==> config.mk <==
export PLATFORM = sky130hd
export DESIGN_NAME = ft6206_poll_controller
export DESIGN_NICKNAME = d
export VERILOG_FILES = /design/src/rtl/ft6206_poll_controller.sv
export SDC_FILE = /design/constraint.sdc
export NUM_CORES = 1
export LEC_CHECK = 0
export CAP_MARGIN = 20
export CORE_MARGIN = 1.5
export CORE_UTILIZATION = 45
export DETAILED_ROUTE_END_ITERATION = 7
export GPL_ROUTABILITY_DRIVEN = 0
export PLACE_DENSITY = 0.77
export SLEW_MARGIN = 25
export SYNTH_ARGS = -nofsm -noshare
export SYNTH_HDL_FRONTEND = slang
export SYNTH_SLANG_ARGS = --single-unit
==> constraint.sdc <==
create_clock -name clk -period 2.9 [get_ports clk]
set_clock_uncertainty 0.05 [all_clocks]
set_input_delay 0.725 -clock clk [delete_from_list [all_inputs] [get_ports clk]]
set_output_delay 0.725 -clock clk [all_outputs]
set_load 0.005 [all_outputs]
==> src/rtl/ft6206_poll_controller.sv <==
// ---------------------------------------------------------------------------
// ft6206_poll_controller
//
// Periodically reads the FT6206 touch controller through an external I2C
// register-read engine. Every POLL_CYCLES clocks (while ena=1) it requests
// five bytes starting at register 0x02 (TD_STATUS, P1_XH, P1_XL, P1_YH,
// P1_YL), then publishes a clamped touch sample or counts an error.
//
// Ports:
//   clk, rst         system clock, asynchronous active-high reset
//   ena              polling enable (sampled only while idle)
//   req_valid/ready  request handshake to the I2C engine
//   req_addr/reg/len device address, start register, byte count
//   rd_valid/rd_data read byte stream from the engine
//   done, nack       transaction completion / abort pulses
//   touch_valid      one-cycle pulse while a new sample is presented
//   touch_active     at least one touch point present
//   touch_x/touch_y  clamped coordinates (0..239 / 0..319)
//   err_count        saturating count of failed transactions
//   busy             high whenever not idle
// ---------------------------------------------------------------------------
module ft6206_poll_controller #(
  parameter int         CLK_HZ         = 12_000_000,
  parameter int         POLL_HZ        = 100,
  parameter int         TIMEOUT_CYCLES = 4096,
  parameter logic [6:0] I2C_ADDR       = 7'h38
) (
  input  logic       clk,
  input  logic       rst,
  input  logic       ena,
  output logic       req_valid,
  input  logic       req_ready,
  output logic [6:0] req_addr,
  output logic [7:0] req_reg,
  output logic [2:0] req_len,
  input  logic       rd_valid,
  input  logic [7:0] rd_data,
  input  logic       done,
  input  logic       nack,
  output logic       touch_valid,
  output logic       touch_active,
  output logic [8:0] touch_x,
  output logic [8:0] touch_y,
  output logic [7:0] err_count,
  output logic       busy
);

  localparam int POLL_CYCLES = CLK_HZ / POLL_HZ;
  localparam int PT_W        = $clog2(POLL_CYCLES + 1);
  localparam int TO_W        = $clog2(TIMEOUT_CYCLES + 1);

  localparam logic [PT_W-1:0] POLL_RELOAD = PT_W'(POLL_CYCLES - 1);
  localparam logic [TO_W-1:0] TO_LAST     = TO_W'(TIMEOUT_CYCLES - 1);

  typedef enum logic [2:0] {
    S_WAIT,
    S_REQ,
    S_RECV,
    S_UPDATE,
    S_ERR
  } state_t;

  state_t          state_q, state_d;
  logic [PT_W-1:0] timer_q, timer_d;
  logic [2:0]      idx_q, idx_d;
  logic [TO_W-1:0] to_q, to_d;
  logic [7:0]      bytes_q [5];
  logic [7:0]      bytes_d [5];
  logic            touch_valid_q, touch_valid_d;
  logic            touch_active_q, touch_active_d;
  logic [8:0]      touch_x_q, touch_x_d;
  logic [8:0]      touch_y_q, touch_y_d;
  logic [7:0]      err_count_q, err_count_d;

  logic [11:0]     raw_x, raw_y;
  logic [3:0]      td_status;

  function automatic logic [8:0] clamp_coord(input logic [11:0] v,
                                             input logic [11:0] lim);
    return (v > lim) ? lim[8:0] : v[8:0];
  endfunction

  function automatic logic [7:0] sat_inc8(input logic [7:0] v);
    return (v == 8'hFF) ? v : v + 8'd1;
  endfunction

  // Sample fields come from the next-cycle byte array so that a final byte
  // arriving together with done is already included.
  always_comb begin
    raw_x     = {bytes_d[1][3:0], bytes_d[2]};
    raw_y     = {bytes_d[3][3:0], bytes_d[4]};
    td_status = bytes_d[0][3:0];
  end

  always_comb begin
    state_d        = state_q;
    timer_d        = timer_q;
    idx_d          = idx_q;
    to_d           = to_q;
    bytes_d        = bytes_q;
    touch_valid_d  = 1'b0;
    touch_active_d = touch_active_q;
    touch_x_d      = touch_x_q;
    touch_y_d      = touch_y_q;
    err_count_d    = err_count_q;

    // Outside WAIT the poll timer free-runs down to 0 and parks there, so
    // the poll period does not stretch by the transaction length.
    if (state_q != S_WAIT && timer_q != '0) begin
      timer_d = timer_q - 1'b1;
    end

    case (state_q)
      S_WAIT: begin
        if (ena) begin
          if (timer_q == '0) begin
            state_d = S_REQ;
            timer_d = POLL_RELOAD;
          end else begin
            timer_d = timer_q - 1'b1;
          end
        end
      end

      S_REQ: begin
        if (req_ready) begin
          state_d = S_RECV;
          idx_d   = 3'd0;
          to_d    = '0;
        end
      end

      S_RECV: begin
        to_d = to_q + 1'b1;
        if (rd_valid) begin
          if (idx_q < 3'd5) begin
            bytes_d[idx_q] = rd_data;
          end
          if (idx_q != 3'd7) begin
            idx_d = idx_q + 3'd1;
          end
        end

        if (nack) begin
          state_d     = S_ERR;
          err_count_d = sat_inc8(err_count_q);
        end else if (done) begin
          if (idx_d == 3'd5) begin
            state_d        = S_UPDATE;
            touch_valid_d  = 1'b1;
            touch_active_d = (td_status != 4'd0) && (td_status <= 4'd2);
            if ((td_status != 4'd0) && (td_status <= 4'd2)) begin
              touch_x_d = clamp_coord(raw_x, 12'd239);
              touch_y_d = clamp_coord(raw_y, 12'd319);
            end
          end else begin
            state_d     = S_ERR;
            err_count_d = sat_inc8(err_count_q);
          end
        end else if (to_q == TO_LAST) begin
          state_d     = S_ERR;
          err_count_d = sat_inc8(err_count_q);
        end
      end

      S_UPDATE: state_d = S_WAIT;
      S_ERR:    state_d = S_WAIT;
      default:  state_d = S_WAIT;
    endcase
  end

  always_ff @(posedge clk or posedge rst) begin
    if (rst) begin
      state_q        <= S_WAIT;
      timer_q        <= POLL_RELOAD;
      idx_q          <= 3'd0;
      to_q           <= '0;
      touch_valid_q  <= 1'b0;
      touch_active_q <= 1'b0;
      touch_x_q      <= 9'd0;
      touch_y_q      <= 9'd0;
      err_count_q    <= 8'd0;
    end else begin
      state_q        <= state_d;
      timer_q        <= timer_d;
      idx_q          <= idx_d;
      to_q           <= to_d;
      touch_valid_q  <= touch_valid_d;
      touch_active_q <= touch_active_d;
      touch_x_q      <= touch_x_d;
      touch_y_q      <= touch_y_d;
      err_count_q    <= err_count_d;
    end
  end

  // Raw byte buffer is pure data and is always rewritten before use.
  always_ff @(posedge clk) begin
    bytes_q <= bytes_d;
  end

  assign req_valid    = (state_q == S_REQ);
  assign req_addr     = I2C_ADDR;
  assign req_reg      = (state_q == S_REQ) ? 8'h02 : 8'h00;
  assign req_len      = (state_q == S_REQ) ? 3'd5 : 3'd0;
  assign busy         = (state_q != S_WAIT);
  assign touch_valid  = touch_valid_q;
  assign touch_active = touch_active_q;
  assign touch_x      = touch_x_q;
  assign touch_y      = touch_y_q;
  assign err_count    = err_count_q;

endmodule

Word level (Yosys, flattened, before mapping):

Index checks and enable logic that the tools add are counted.

* register bits: 104
* input bits: 15
* logic and storage cells: 94

* add/subtract/negate cells: 4
* eq/ne operators: 11
* bitwise logic cells: 2
* $lt $le $gt $ge: 6
* reduce and logical (&&, ||, !) cells: 16
* multiplexer cells: 38

Operators by type and width (number)
* 36-bit 2-to-1 mux: 3
* 17-bit 2-to-1 mux: 4
* 8-bit 2-to-1 mux: 6
* 40-bit bitwise mux: 1
* 3-bit 2-to-1 mux: 12
* 13-bit case mux with 2 select lines: 1
* 8-bit demux with 3-bit select: 1
* 9-bit 2-to-1 mux: 2
* 17-bit logical NOT: 1
* 17-bit nonzero test: 1
* 17-bit by 1-bit subtractor with 17-bit output (second input constant): 1
* 13-bit by 1-bit adder with 13-bit output (second input constant): 1
* 13-bit by 12-bit == test with 1-bit output (second input constant): 1
* 13-bit 2-to-1 mux: 1
* 12-bit by 8-bit > comparator with 1-bit output (second input constant): 1
* 12-bit by 9-bit > comparator with 1-bit output (second input constant): 1
* 3-bit case mux with 3 select lines: 1
* 8-bit by 1-bit adder with 8-bit output (second input constant): 1
* 8-bit == test (second input constant): 1
* 4-bit AND reduction: 2
* 3-bit != test (second input constant): 2
* 3-bit case mux with 2 select lines: 1
* 3-bit AND reduction: 2
* 3-bit nonzero test: 2
* 21 further kinds: 27

Longest topological paths before layout:

Gate-level depths: netlist of run 1.

* depth after elaboration: 12
* mapped depth: 8

Least setup slack after synthesis of run 1:

No wires, ideal clock.

* path type: in2reg
* start point: in rd_valid
* end point: reg touch_x_q[7] (netlist: touch_x[7])
* setup time: 0.127 ns
* stages: 5
* path slack: 0.446 ns
* arrival time: 2.277 ns
* path buffers: 1
* required time: 2.723 ns
* path through: nor3b_1 -> a2111o_1 -> a2111oi_4 -> buf_6 -> mux2_1

* word-level cells in the longest chain between the ends: 5
* elaborated cells between the ends (all ways): 11
* those cells by class: 2 x order compare; 1 x eq/ne; 5 x mux; 3 x reduce/logical

Ends and longest elaborated chain
* start, declared: RTL line 36 `input logic rd_valid,`
* parallel branches: the longest is 5 deep, another holds 12-bit by 8-bit > comparator with 1-bit output
* end signal, assigned: RTL line 190 `touch_x_q <= touch_x_d;`
* end, declared: RTL line 71 `logic [8:0] touch_x_q, touch_x_d;`

Several ways; the timed one is not identified. The select of a mux whose other input is x is not followed.
A chain may end at the register's enable or synchronous reset.

Worst setup path after layout of run 1:

* start point: reg state_q[2]
* end point: out busy

* word-level cells in the longest chain between the ends: 1

Ends and longest elaborated chain
* start, declared: RTL line 63 `state_t state_q, state_d;`
* start signal, assigned: RTL line 184 `state_q <= state_d;`
* 3-bit nonzero test: RTL line 205 `assign busy = (state_q != S_WAIT);`
* end, declared: RTL line 45 `output logic busy`

Every way passes these cells.

==> results of run 1 <==
-- flip-flops by register name, summed over array words and instances (netlist names) --
signal        cells
timer_q          17
err_count         8
touch_y           9
to_q             13
touch_x           9
idx_q             3
state_q           3
bytes_q          28
touch_valid       1
touch_active      1
-- final cells by class --
type,count,area (um2)
tap,133,166
sequential,92,2180
clock inverter,5,61.3
clock buffer,11,131
inverter,19,71.3
fill,851,4410
timing repair buffer,67,646
multi-input combinational,303,2020
-- path summary, 6_finish.rpt --
kind,startpoint,end,cells after the start
worst max-delay path,state_q[2],busy,3
min in group asynchronous,rst,to_q[4],2
worst max register to register,idx_q[0],touch_y[0],9
worst min register to register,bytes_q[5],bytes_q[5],2
max in group asynchronous,rst,timer_q[1],3
worst min-delay path,bytes_q[5],bytes_q[5],2
-- cells in the mapped netlist, types with 3 or more instances --
library cell	instances
or3_1	3
nand3_1	13
dfxtp_1	28
a21oi_1	13
mux2_2	21
dfrtp_1	52
nor3b_1	6
or4_1	3
buf_4	19
a22o_1	3
and2_1	4
a31oi_1	15
nor4_1	5
o21ai_0	13
xor2_1	13
mux2i_1	13
buf_2	3
o31ai_1	3
nor3_1	20
nand4b_1	3
buf_6	4
nor2_1	45
clkbuf_1	3
ha_1	4
xnor2_1	8
dfstp_2	12
nand2_1	24
inv_1	19
nor2b_1	3
nand4_1	7
nand2b_1	6
-- per-layer routing --
layer | GRT usage [%] | vias up | share of wire, %
met5 | 0 | - | 0
met4 | 6.32 | 0 | 1.2
met3 | 2.60 | 10 | 3.7
met2 | 32.5 | 64 | 50
met1 | 24.4 | 1614 | 45
li1 | - | 1619 | -
-- tightest hold or removal path: cells and delay by family, from the launching register on --
kind / cells / cell delay [ns]
flip-flops: 1 / 0.31
multiplexers: 1 / 0.07
buffers and inverters: 1 / 0.05
-- through the flow --
step                std cells  setup WS, ns  instance area (um2)  util [%]  total power [mW]
floorplan                 443         0.446                 4480         -              2.38
global placement          614      -0.00602                 5080      52.5              2.64
detailed placement        614       -0.0812                 5080      52.5              2.69
CTS                       630         0.157                 5270      54.4              3.54
global route              630        0.0675                 5270      54.4              3.75
finish                    630         0.138                 5270      54.4              3.53
-- logic make-up after synthesis --
| kind of cell | after synthesis | synth area share [%] |
|---|---|---|
| simple gates | 163 | 20.3 |
| flops | 92 | 49.1 |
| compound gates | 65 | 10.2 |
| buf+inv | 48 | 6.44 |
| mux | 35 | 8.52 |
| xor+xnor | 21 | 4.15 |
| fa+ha+maj | 4 | 1.13 |
| other cells | 2 | 0.169 |
-- placed cells by master, fill, tap and decap left out, types with 4 or more instances in the layout --
cell type	count
nand2_1	24
dfrtp_1	52
clkbuf_8	9
nor3_1	20
a31oi_1	15
and2_1	4
inv_1	18
o21ai_0	13
nor4_1	5
mux2_2	21
nand3_1	13
ha_1	4
nor3b_1	6
dfxtp_1	28
nand2b_1	6
a21oi_1	13
conb_1	15
buf_4	18
xor2_1	13
nor2_1	45
dfstp_2	12
clkdlybuf4s50_1	47
xnor2_1	8
nand4_1	7
mux2i_1	13
-- power breakdown --
part	internal, mW	switching (mW)	total (mW)	leakage (nW)
Combinational	0.447	0.498	0.944	1.16
Sequential	1.50	0.229	1.73	1.04
Clock	0.405	0.447	0.852	0.0945
Total	2.35	1.17	3.53	2.29
==> metrics.txt, run 1 <==
worst hold margin=0.415 ns; Root Driver=clkbuf_8; Async SR Flop Fraction=69.6%; Clock Sink Count=92; slew margin rel.=63.0%; CP Data Arrival Time=1.99 ns; fmax=0.362 GHz; Vias/cell=5.25; initial DRC count=106; clock slew seen by the registers of the worst setup and hold paths=0.09 ns; post-cts hold buffer count=0; FF+latch count, synth=92; GRT Total Usage=18.8%; largest net degree at the start of global routing=43; Starting Density=45.8%; Post-Syn Area per Cell=10.3 um2; P_leak=2.29 nW; critical path's largest stage delay=0.51 ns; vias in the first global route=3289; Post-DRT Antenna Nets=0; power density over the cells=669 nW/um2; worst path cell trace=nor3_1, inv_1, clkdlybuf4s50_1; Hold Path Class=reg -> reg; die height=102 um; residual DRC count=0; clock tree from TritonCTS=yes; final hold violations=0; Setup crit start kind=flop; reg2reg setup slack=0.48 ns; Slowest-stage cell, CP=dfrtp_1; Max VDD drop=304 uV; Setup TNS Final=0 ns; Yosys cell types=65; synth top area cells=dfrtp_1, dfxtp_1, dfstp_2, mux2_2, nor2_1; CTS resizes=0; Post-synth top flop=dfrtp_1; Core Box Area=9680 um2; I/O Pins=63; Area Growth Syn to Fin=18.9%; postcts setup bufs=0; row count=36; CP Data Required Time=2.12 ns; Slew Viols, Final=0; CTS max path bufs=2; Post-synth EDFFs=0; Num CTS Buffers=9; WL per Instance=14.3 um; Synth warnings=0; cells after synthesis=430; die footprint=10500 um2; final worst path period share=95.3%; status=completed; Max Cap Violations=0; GRT overflow=0; nature of the critical path endpoint=output pin; dpl hpwl=6650 um; Nets=511; final setup fails=0; top cell type's share of synthesized area=29.4%; Slew @ Worst Pin=0.554 ns; global-route wire length before repair=15500 um; drt total wl=8990 um; Port Buffer Count=47; CP Max Fanout=10; buffer and inverter count on the worst path=2; routed vias=3307; Period minus WS final=2.76 ns; initial antenna violation count=0; clock latency on the worst-skew pair=0.36 ns; Crit Path Class=reg -> out; CTS H-tree depth=3; RSZ-0062 raised after global routing=no; cell family contributing the most delay on the critical path=buffers and inverters; # diodes=0; Yosys top cell by area=dfrtp_1; DR pass1 iterations=4; Cell Area, Synth=4430 um2; proportion of layout cells with a drive suffix above 1=16.3%; die width=102 um; register area share after synthesis=49.1%
Note: power is estimated with default switching activity, not from simulation.
==> run 2, diff against run 1 <==
--- a/constraint.sdc
+++ b/constraint.sdc
@@ -4,2 +4,2 @@
 set_output_delay 0.725 -clock clk [all_outputs]
-set_load 0.005 [all_outputs]
+set_load 0.1 [all_outputs]
==> metrics.txt, run 2 (synthesized netlist as in run 1, its figures left out) <==
status=completed; clock tree from TritonCTS=yes; power density over the cells=773 nW/um2; Inst Count DP=614; Slew Viols, Final=0; Core Util, Final=53.9%; Area Growth Syn to Fin=17.8%; Num CTS Buffers=9; post-cts hold buffer count=0; I/O Pins=63; nature of the critical path endpoint=flop; Root Driver=clkbuf_8; reg2reg start=idx_q[0]; initial antenna violation count=0; Max Cap Violations=0; clock slew seen by the registers of the worst setup and hold paths=0.09 ns; slew margin rel.=65.8%; Starting Density=45.8%; Post-DRT Antenna Nets=0; placed cell areas=5000 um2; worst hold margin=0.412 ns; Nets=511; CP Max Fanout=28; largest net degree at the start of global routing=47; final setup fails=0; reg2reg setup slack=0.53 ns; drt total wl=9110 um; Setup TNS Final=0 ns; dpl hpwl=6690 um; final worst path period share=89.8%; most frequent cells in the layout=dfrtp_1, buf_4, nor2_1; P_leak=2.37 nW; vias in the first global route=3276; Period minus WS final=2.61 ns; Setup crit start kind=primary input; Worst Reg-to-Reg Cells=9; Max VDD drop=562 uV; CP Data Arrival Time=2.83 ns; r2r endpoint=touch_x[3]; Regs by FF count=bytes_q: 28 flops, timer_q: 17 flops, to_q: 13 flops; # diodes=0; GRT overflow=0; Final Power=4.04 mW; final instance area=5220 um2; die height=102 um; CTS max path bufs=2; max FFs per register=28; setup ws final=0.295 ns; DR pass1 iterations=4; die width=102 um; Hold Crit Start=bytes_q[16]; Clock Sink Count=92; GRT Total Usage=18.8%; CP Data Required Time=3.13 ns; Biggest register=bytes_q; proportion of layout cells with a drive suffix above 1=22.9%; Slew @ Worst Pin=0.509 ns; routed vias=3330; global-route wire length before repair=15400 um; Hold Path Class=reg -> reg; final hold violations=0; postcts setup bufs=0; CTS H-tree depth=3; fmax=0.384 GHz; Crit Path Class=in -> reg; initial DRC count=100; clock latency on the worst-skew pair=0.36 ns; RSZ-0062 raised after global routing=no; Vias/cell=5.29; CTS resizes=0; Port Buffer Count=47; residual DRC count=0; WL per Instance=14.5 um; die footprint=10500 um2; row count=36; dpl ws=-0.0916 ns; Layout Cells excl Fill=630; Core Box Area=9680 um2; commonest non-fill, non-tap cell in the layout=dfrtp_1; end of the critical path=touch_x[3]; Critical path origin=rd_valid
## run 2: cell types whose count changed in the layout (fill, tap and decap cells not counted), sizes merged
| cell | delta |
|---|---|
| buf | +33 |
| bufinv | -1 |
| clkbuf | +3 |
| clkdlybuf4s50 | -33 |
| clkinv | -1 |
| clkinvlp | -1 |
## run 2: worst min path at each step
stage	endpoint	cells past startpoint
6_report	bytes_q[16]	2
5_1_grt	bytes_q[4]	2
4_1_cts	bytes_q[18]	2
3_5_place_dp	bytes_q[18]	2
3_3_place_gp	bytes_q[19]	2
2_1_floorplan	bytes_q[0]	2
## run 2: critical path: stages
cell,delay [ns]
clkdlybuf4s50_1,0.52
nor3b_1,0.39
nand4_1,0.22
a2111oi_4,0.37
buf_4,0.21
buf_12,0.17
nor2_1,0.06
a31oi_1,0.16
## run 2: layout make-up
class / instances / area, um2
Multi-Input combinational cell: 303 / 2020
Clock inverter: 2 / 17.5
Clock buffer: 14 / 206
Tap cell: 133 / 166
Fill cell: 854 / 4460
Timing Repair Buffer: 67 / 563
Inverter: 19 / 71.3
Sequential cell: 92 / 2180
## run 2: power by group
group | switching [mW] | total [mW] | internal [mW] | leakage, nW
Sequential | 0.225 | 1.73 | 1.50 | 1.04
Clock | 0.463 | 0.939 | 0.476 | 0.113
Combinational | 0.943 | 1.37 | 0.428 | 1.22
Total | 1.63 | 4.04 | 2.41 | 2.37
## run 2: layer usage
layer  wire (um)  global-route usage, %  up-vias  part of all wire (%)
met5           0                      0        -                     0
met4         148                   7.90        0                   1.6
met3         244                   2.80       12                   2.7
met2        4520                   31.6       61                    50
met1        4190                   24.3     1634                    46
li1            -                      -     1623                     -
